File: config.mk
export PLATFORM = sky130hd
export DESIGN_NAME = booth_prod_accum
export DESIGN_NICKNAME = d
export VERILOG_FILES = /design/src/rtl/booth_prod_accum.sv
export SDC_FILE = /design/constraint.sdc
export NUM_CORES = 1
export LEC_CHECK = 0
export ABC_AREA = 1
export BUFFER_PORTS_ARGS = -buffer_cell sky130_fd_sc_hd__buf_4
export CAP_MARGIN = 20
export CORE_ASPECT_RATIO = 0.7
export CORE_UTILIZATION = 38
export DETAILED_ROUTE_END_ITERATION = 8
export PLACE_DENSITY = 0.58
export SYNTH_ARGS = -nofsm -noshare
export SYNTH_HDL_FRONTEND = slang
export SYNTH_SLANG_ARGS = --single-unit
File: constraint.sdc
create_clock -name clk -period 2.4 [get_ports clk]
set_input_delay 0 -clock clk [delete_from_list [all_inputs] [get_ports clk]]
set_output_delay 0 -clock clk [all_outputs]
set_load 0.005 [all_outputs]
File: src/rtl/booth_prod_accum.sv
// Multiply-accumulate back end for the Booth multiplier: sums a programmed
// number of signed products with saturation and hands the result downstream.
module booth_prod_accum #(
  parameter int PROD_W = 16,
  parameter int ACC_W  = 24,
  parameter int LEN_W  = 8
) (
  input  logic              clk,
  input  logic              rst,
  input  logic              start,
  input  logic [LEN_W-1:0]  len,
  input  logic [PROD_W-1:0] prod,
  input  logic              prod_valid,
  output logic              prod_ready,
  output logic [ACC_W-1:0]  acc_out,
  output logic              acc_valid,
  input  logic              acc_ready,
  output logic              sat_flag,
  output logic              busy
);

  typedef enum logic [1:0] {IDLE, ACCUM, DONE} state_t;

  localparam logic [LEN_W-1:0] CNT_ONE = LEN_W'(1);

  state_t                  state;
  state_t                  state_nxt;
  logic signed [ACC_W-1:0] acc;
  logic                    sat;
  logic [LEN_W-1:0]        count;
  logic [LEN_W-1:0]        len_q;
  logic                    xfer;
  logic                    last_xfer;
  logic [ACC_W:0]          add_res;

  // Returns {clamped, value}; overflow shows up as disagreement of the two
  // top bits of the one-bit-wider sum, and the top bit gives the direction.
  function automatic logic [ACC_W:0] sat_add(
    input logic signed [ACC_W-1:0]  a,
    input logic signed [PROD_W-1:0] p
  );
    logic signed [ACC_W:0] a_ext;
    logic signed [ACC_W:0] p_ext;
    logic signed [ACC_W:0] s;
    a_ext = {a[ACC_W-1], a};
    p_ext = {{(ACC_W+1-PROD_W){p[PROD_W-1]}}, p};
    s     = a_ext + p_ext;
    if (s[ACC_W] != s[ACC_W-1])
      sat_add = {1'b1, s[ACC_W], {(ACC_W-1){~s[ACC_W]}}};
    else
      sat_add = {1'b0, s[ACC_W-1:0]};
  endfunction

  assign xfer      = (state == ACCUM) && prod_valid;
  assign last_xfer = xfer && ((count + CNT_ONE) == len_q);
  assign add_res   = sat_add(acc, prod);

  always_comb begin
    state_nxt = state;
    case (state)
      IDLE: begin
        if (start) state_nxt = (len == '0) ? DONE : ACCUM;
      end
      ACCUM: begin
        if (last_xfer) state_nxt = DONE;
      end
      DONE: begin
        if (acc_ready) state_nxt = IDLE;
      end
      default: state_nxt = IDLE;
    endcase
  end

  // Accumulator stage: result and sticky flag persist in IDLE until next start
  always_ff @(posedge clk) begin
    if (rst) begin
      state <= IDLE;
      acc   <= '0;
      sat   <= 1'b0;
      count <= '0;
      len_q <= '0;
    end else begin
      state <= state_nxt;
      case (state)
        IDLE: begin
          if (start) begin
            acc   <= '0;
            sat   <= 1'b0;
            count <= '0;
            len_q <= len;
          end
        end
        ACCUM: begin
          if (xfer) begin
            acc   <= add_res[ACC_W-1:0];
            sat   <= sat | add_res[ACC_W];
            count <= count + CNT_ONE;
          end
        end
        default: ;
      endcase
    end
  end

  assign prod_ready = (state == ACCUM);
  assign acc_valid  = (state == DONE);
  assign busy       = (state != IDLE);
  assign acc_out    = acc;
  assign sat_flag   = sat;

endmodule

Word-level counts from Yosys, hierarchy flattened
Cells that the tools add are included.
{"block": "word_totals", "regBits": 43, "in_bits": 29, "output_inout_bits": 28, "elab_cells": 41}
{"block": "op_classes", "n_addsub": 2, "eq_ne": 8, "muxes": 15, "bitwise_logic": 2, "reduce_logical": 9}
{"operator": "$mux 24", "n": 2}
{"operator": "$pmux 24 s2", "n": 1}
{"operator": "$add 24x16->25", "n": 1}
{"operator": "$mux 25", "n": 1}
{"operator": "$mux 8", "n": 2}
{"operator": "$pmux 8 s2", "n": 1}
{"operator": "$add 8x1->8 const B", "n": 1}
{"operator": "$eq 8x8->1", "n": 1}
{"operator": "$logic_not 8->1", "n": 1}
{"operator": "$mux 2", "n": 4}
{"operator": "$ne 2x1->1 const B", "n": 3}
{"operator": "$pmux 2 s3", "n": 1}
{"operator": "$reduce_and 3->1", "n": 2}
{"operator": "$reduce_bool 2->1", "n": 2}
{"operator": "$eq 2x1->1 const B", "n": 1}
{"operator": "$eq 2x2->1 const B", "n": 1}
{"operator": "$logic_and 1x1->1", "n": 2}
{"operator": "$logic_not 2->1", "n": 1}
{"operator": "$mux 1", "n": 2}
{"operator": "$ne 2x2->1 const B", "n": 1}
{"operator": "$pmux 1 s2", "n": 1}
{"operator": "$reduce_and 2->1", "n": 1}
{"operator": "$ne 1x1->1", "n": 1}
{"operator": "$not 1->1", "n": 1}
{"operator": "$or 1x1->1", "n": 1}

Logic depth before layout (Yosys ltp)
{"block": "logic_depth", "ltp_word": 6, "mapped_depth": 16, "ltp_nobuf": 15}

Least setup slack after synthesis
No wires, ideal clock.
{"block": "synth_timing", "path_type": "register to register", "startpoint": "reg acc[0] (netlist: acc_out[0])", "endpoint": "reg acc[10] (netlist: acc_out[10])", "setup_time_ns": 0.071, "arrival_ns": 2.062, "required_time_ns": 2.329, "path_slack_ns": 0.267, "stages_incl_launch_ff": 15, "path_buffers": 1, "synth_period_minus_slack_ns": 2.133, "cell_sequence": "dfxtp_1 ha_1 fa_1 nand2_1 nand2_1 nand3_1 nand2_2 nand2_2 nand3_2 nand2_2 nand2_4 a21boi_4 buf_6 nand2_1 a21oi_2"}
{"block": "synth_between", "elab_chain_cells": 5, "elab_cells_between_ends": 6, "cone_classes": "add/sub (1); eq/ne (1); mux (3); bitwise (1)"}
{"element": "start, declared", "line": "28", "rtl": "logic signed [ACC_W-1:0] acc;"}
{"element": "start signal, assigned", "line": "95", "rtl": "acc <= add_res[ACC_W-1:0];"}
{"element": "$add 24x16->25 (*)", "line": "47", "rtl": "s = a_ext + p_ext;"}
{"element": "$ne 1x1->1 or $not 1->1 (tied branches)", "line": "48, 49"}
{"element": "$mux 25 (*)", "line": "48", "rtl": "if (s[ACC_W] != s[ACC_W-1])"}
{"element": "$mux 24 (*)", "line": "94", "rtl": "if (xfer) begin"}
{"element": "$pmux 24 s2 (*)", "line": "84", "rtl": "case (state)"}
Every way passes the cells marked *; elsewhere a longest branch is shown, timed or not. The select of a mux whose other input is x is not followed.
A chain may end at the register's enable or synchronous reset.

Worst setup path in the final report
{"block": "layout_timing", "startpoint": "reg acc[6] (netlist: acc_out[6])", "endpoint": "reg acc[12] (netlist: acc_out[12])"}
The elaborated chain is that of the path after synthesis.

==> impl_metrics.env <==
export IMPL_slew_viol_final=0
export IMPL_vias=4191
export IMPL_critical_path_required_ps=2630
export IMPL_cts_path_max_buffers=2
export IMPL_power_switching_mw=1.192
export IMPL_stdcell_area_um2=5279
export IMPL_cpMaxStageDelayCell="ha_2"
export IMPL_synth_common_cells="nand2_1 (194), inv_1 (70), nand3_1 (49)"
export IMPL_slew_headroom_pct=66.82
export IMPL_max_freq_ghz=0.4233
export IMPL_maxCapViolCount=0
export IMPL_area_growth_pct=37.92
export IMPL_netlist_top_cell_by_area="dfxtp_1"
export IMPL_clk_pin_slew_ps=70
export IMPL_hold_start="len[6]"
export IMPL_vias_per_cell=5.117
export IMPL_clock_skew_ps=6.378
export IMPL_synth_top_cells_by_area="dfxtp_1 (22%), nand2_1 (19%), ha_1 (8.2%), inv_1 (6.9%), nand3_1 (6.4%)"
export IMPL_critPathLaunchType="flop"
export IMPL_tightest_slew_ps=497.7
export IMPL_drt_initial_drc_count=361
export IMPL_internal_power_mw=1.897
export IMPL_fin_crit_sh_pct=98.42
export IMPL_synth_most_common_cell="nand2_1"
export IMPL_ant_nets=0
export IMPL_yosys_warnings=0
export IMPL_synthesis_instances=605
export IMPL_fin_nets=745
export IMPL_switching_share_pct=38.59
export IMPL_async_reset_ff_share_pct=0
export IMPL_pwr_share_seq_pct=28.4
export IMPL_grt_usage_pct=22.38
export IMPL_antenna_found_initial=0
export IMPL_synth_edf_count=0
export IMPL_leakagePower_nw=2.406
export IMPL_power_density_nw_per_um2=585.2
export IMPL_finalSetupViolCount=0
export IMPL_rows=30
export IMPL_setup_tns_ps=0
export IMPL_rsz0062_at_grt="true"
export IMPL_slowest_delay_ps=380
export IMPL_pwr_share_clk_pct=26.1
export IMPL_crit_top_cell="nand2_4"
export IMPL_dp_final_hpwl_um=8593
export IMPL_wl_per_cell_um=14.92
export IMPL_hold_viol=0
export IMPL_drt_total_wl_um=12220
export IMPL_crit_chain="ha_2 > nand2_2 > nor2_1 > nand3_2 > nand2_4 > nand2_4 > nand4_2 > nand2_4 > a21boi_4 > clkbuf_16 > nand2_1 > a21oi_2"
export IMPL_hold_path_class="input port to flop"
export IMPL_min_period_ps=2362
export IMPL_drive_above_1_share_pct=30.68
export IMPL_dieArea_um2=10480
export IMPL_globalRouteOverflowTotal=0
export IMPL_synth_ff_type="dfxtp_1"
export IMPL_crit_start="acc_out[6]"
export IMPL_p_comb_share_pct=45.6
export IMPL_yosysTopAreaCellShare_pct=22.49
export IMPL_grt_pass1_vias=3633
export IMPL_grt_first_pass_wirelength_um=18190
export IMPL_pin_count=57
export IMPL_cts_tree="built"
export IMPL_drc=0
export IMPL_clock_latency_ps=300
export IMPL_endpoint_kind="flop"
export IMPL_gp_congestion=0.9376
export IMPL_cp_top_family="simple AND/OR/NAND/NOR gates"
export IMPL_cp_buffers_inverters=1
export IMPL_arrival_ps=2590
export IMPL_htreeDepth=2
export IMPL_root_buffer="clkbuf_16"
export IMPL_dpl_instance_area_um2=4438
export IMPL_run_status="completed"
export IMPL_grt_max_degree=33
export IMPL_syn_nets=660
export IMPL_syn_area_um2=3827
export IMPL_synth_cell_type_count=33
export IMPL_core_area_um2=9722
export IMPL_start_util_pct=39.37
export IMPL_place_port_buffers=56
export IMPL_die_x_um=122.0
export IMPL_die_h_um=85.97
export IMPL_cp_max_fo=6
export IMPL_synth_seq_cells=43
export IMPL_synth_area_per_cell_um2=6.326
export IMPL_cts_sinks=43
export IMPL_r2r_start="acc_out[6]"
export IMPL_drt_pass1_iter_count=6
export IMPL_diodes=0
export IMPL_cts_made_buffers=5
export IMPL_vdd_drop_max_v=0.0003903
export IMPL_ys_seq_area_share_pct=22.49
export IMPL_crit_type="flop to flop"
-- per-layer routing --
metal / up-vias / wire length (um) / GRT usage (%)
li1: 2134 / - / -
met1: 1903 / 6351 / 36.08
met2: 140 / 4767 / 29.69
met3: 14 / 969 / 3.657
met4: 0 / 130 / 4.938
met5: - / 0 / 0
-- state kept, by name, summed over array words and instances (netlist names) --
name      flops
count         8
sat_flag      1
acc_out      24
state         2
len_q         8
-- stage by stage --
stage	power (mW)	hold slack (ps)	util (%)	cells	setup slack (ps)
after floorplan	1.667	69.07	-	605	266.9
after global routing	3.281	24.73	54.30	819	-46.15
after detailed placement	2.029	238.1	45.65	788	89.53
after CTS	2.859	22.06	48.11	803	66.58
final	3.089	30.19	54.30	819	37.84
after global placement	2.017	232.8	45.65	788	136.6
-- timing repair --
action | in CTS | in global routing
buffers inserted | 0 | 13
endpoints found under the setup margin | 0 | 24
gates resized for setup | 0 | 91
hold buffers | 7 | 0
endpoints found under the hold margin | 7 | 0
-- worst paths after layout --
check,end,slack (ps),cells after the start
worst max-delay path,acc_out[12],40,12
worst min-delay path,len_q[6],30,3
worst max register to register,acc_out[12],40,12
worst min register to register,len_q[7],480,2
-- cell usage in the layout, fill, tap and decap left out, drive strengths merged --
master,synthesis,final
inv,71,71
xnor2,13,13
bufinv,0,1
clkinv,1,3
nand2,212,212
nand4,18,18
nor3,1,1
xor2,8,8
nand3b,2,2
dfxtp,43,43
or2,2,2
o211a,1,1
clkbuf,5,7
o21ai,20,20
nand3,51,51
a21oi,60,60
fa,1,1
buf,8,83
dlygate4sd3,0,7
o21bai,8,8
and2,5,5
a21boi,1,1
ha,25,25
nor2,47,47
nor4,1,1
-- worst register-to-register path, stage by stage, from the launching register on --
cell and delay, ps:
dfxtp_1 330, ha_2 390, nand2_2 90, nor2_1 230, nand3_2 130, nand2_4 110
nand2_4 70, nand4_2 120, nand2_4 70, a21boi_4 330, clkbuf_16 240, nand2_1 70
a21oi_2 120
-- layout make-up --
cell class                 instances  area (um2)
clock buffer                       5       125.1
inverter                          72       270.3
fill                             953        4443
multi-input combinational        476        3033
sequential                        43       874.6
tap                              128       160.2
clock inverter                     3       43.79
timing repair buffer              92       772.0
-- kinds of logic after synthesis --
group / count (synthesis) / share of synthesized area [%]
AO/OA/AOI/OAI: 90 / 15.04
XOR/XNOR: 21 / 4.806
adder cells (fa/ha/maj): 26 / 8.696
buffers and inverters: 86 / 9.545
flip-flops: 43 / 22.49
AND/OR/NAND/NOR: 339 / 39.42
-- power by group through the flow --
stage | logic (mW) | registers [mW] | clock network (mW)
after floorplan | 0.804 | 0.863 | 0
after global placement | 1.15 | 0.871 | 0
after detailed placement | 1.15 | 0.875 | 0
after CTS | 1.17 | 0.860 | 0.829
after global routing | 1.53 | 0.887 | 0.861
final | 1.41 | 0.877 | 0.805
No activity file was read; power rests on OpenSTA's default activity.
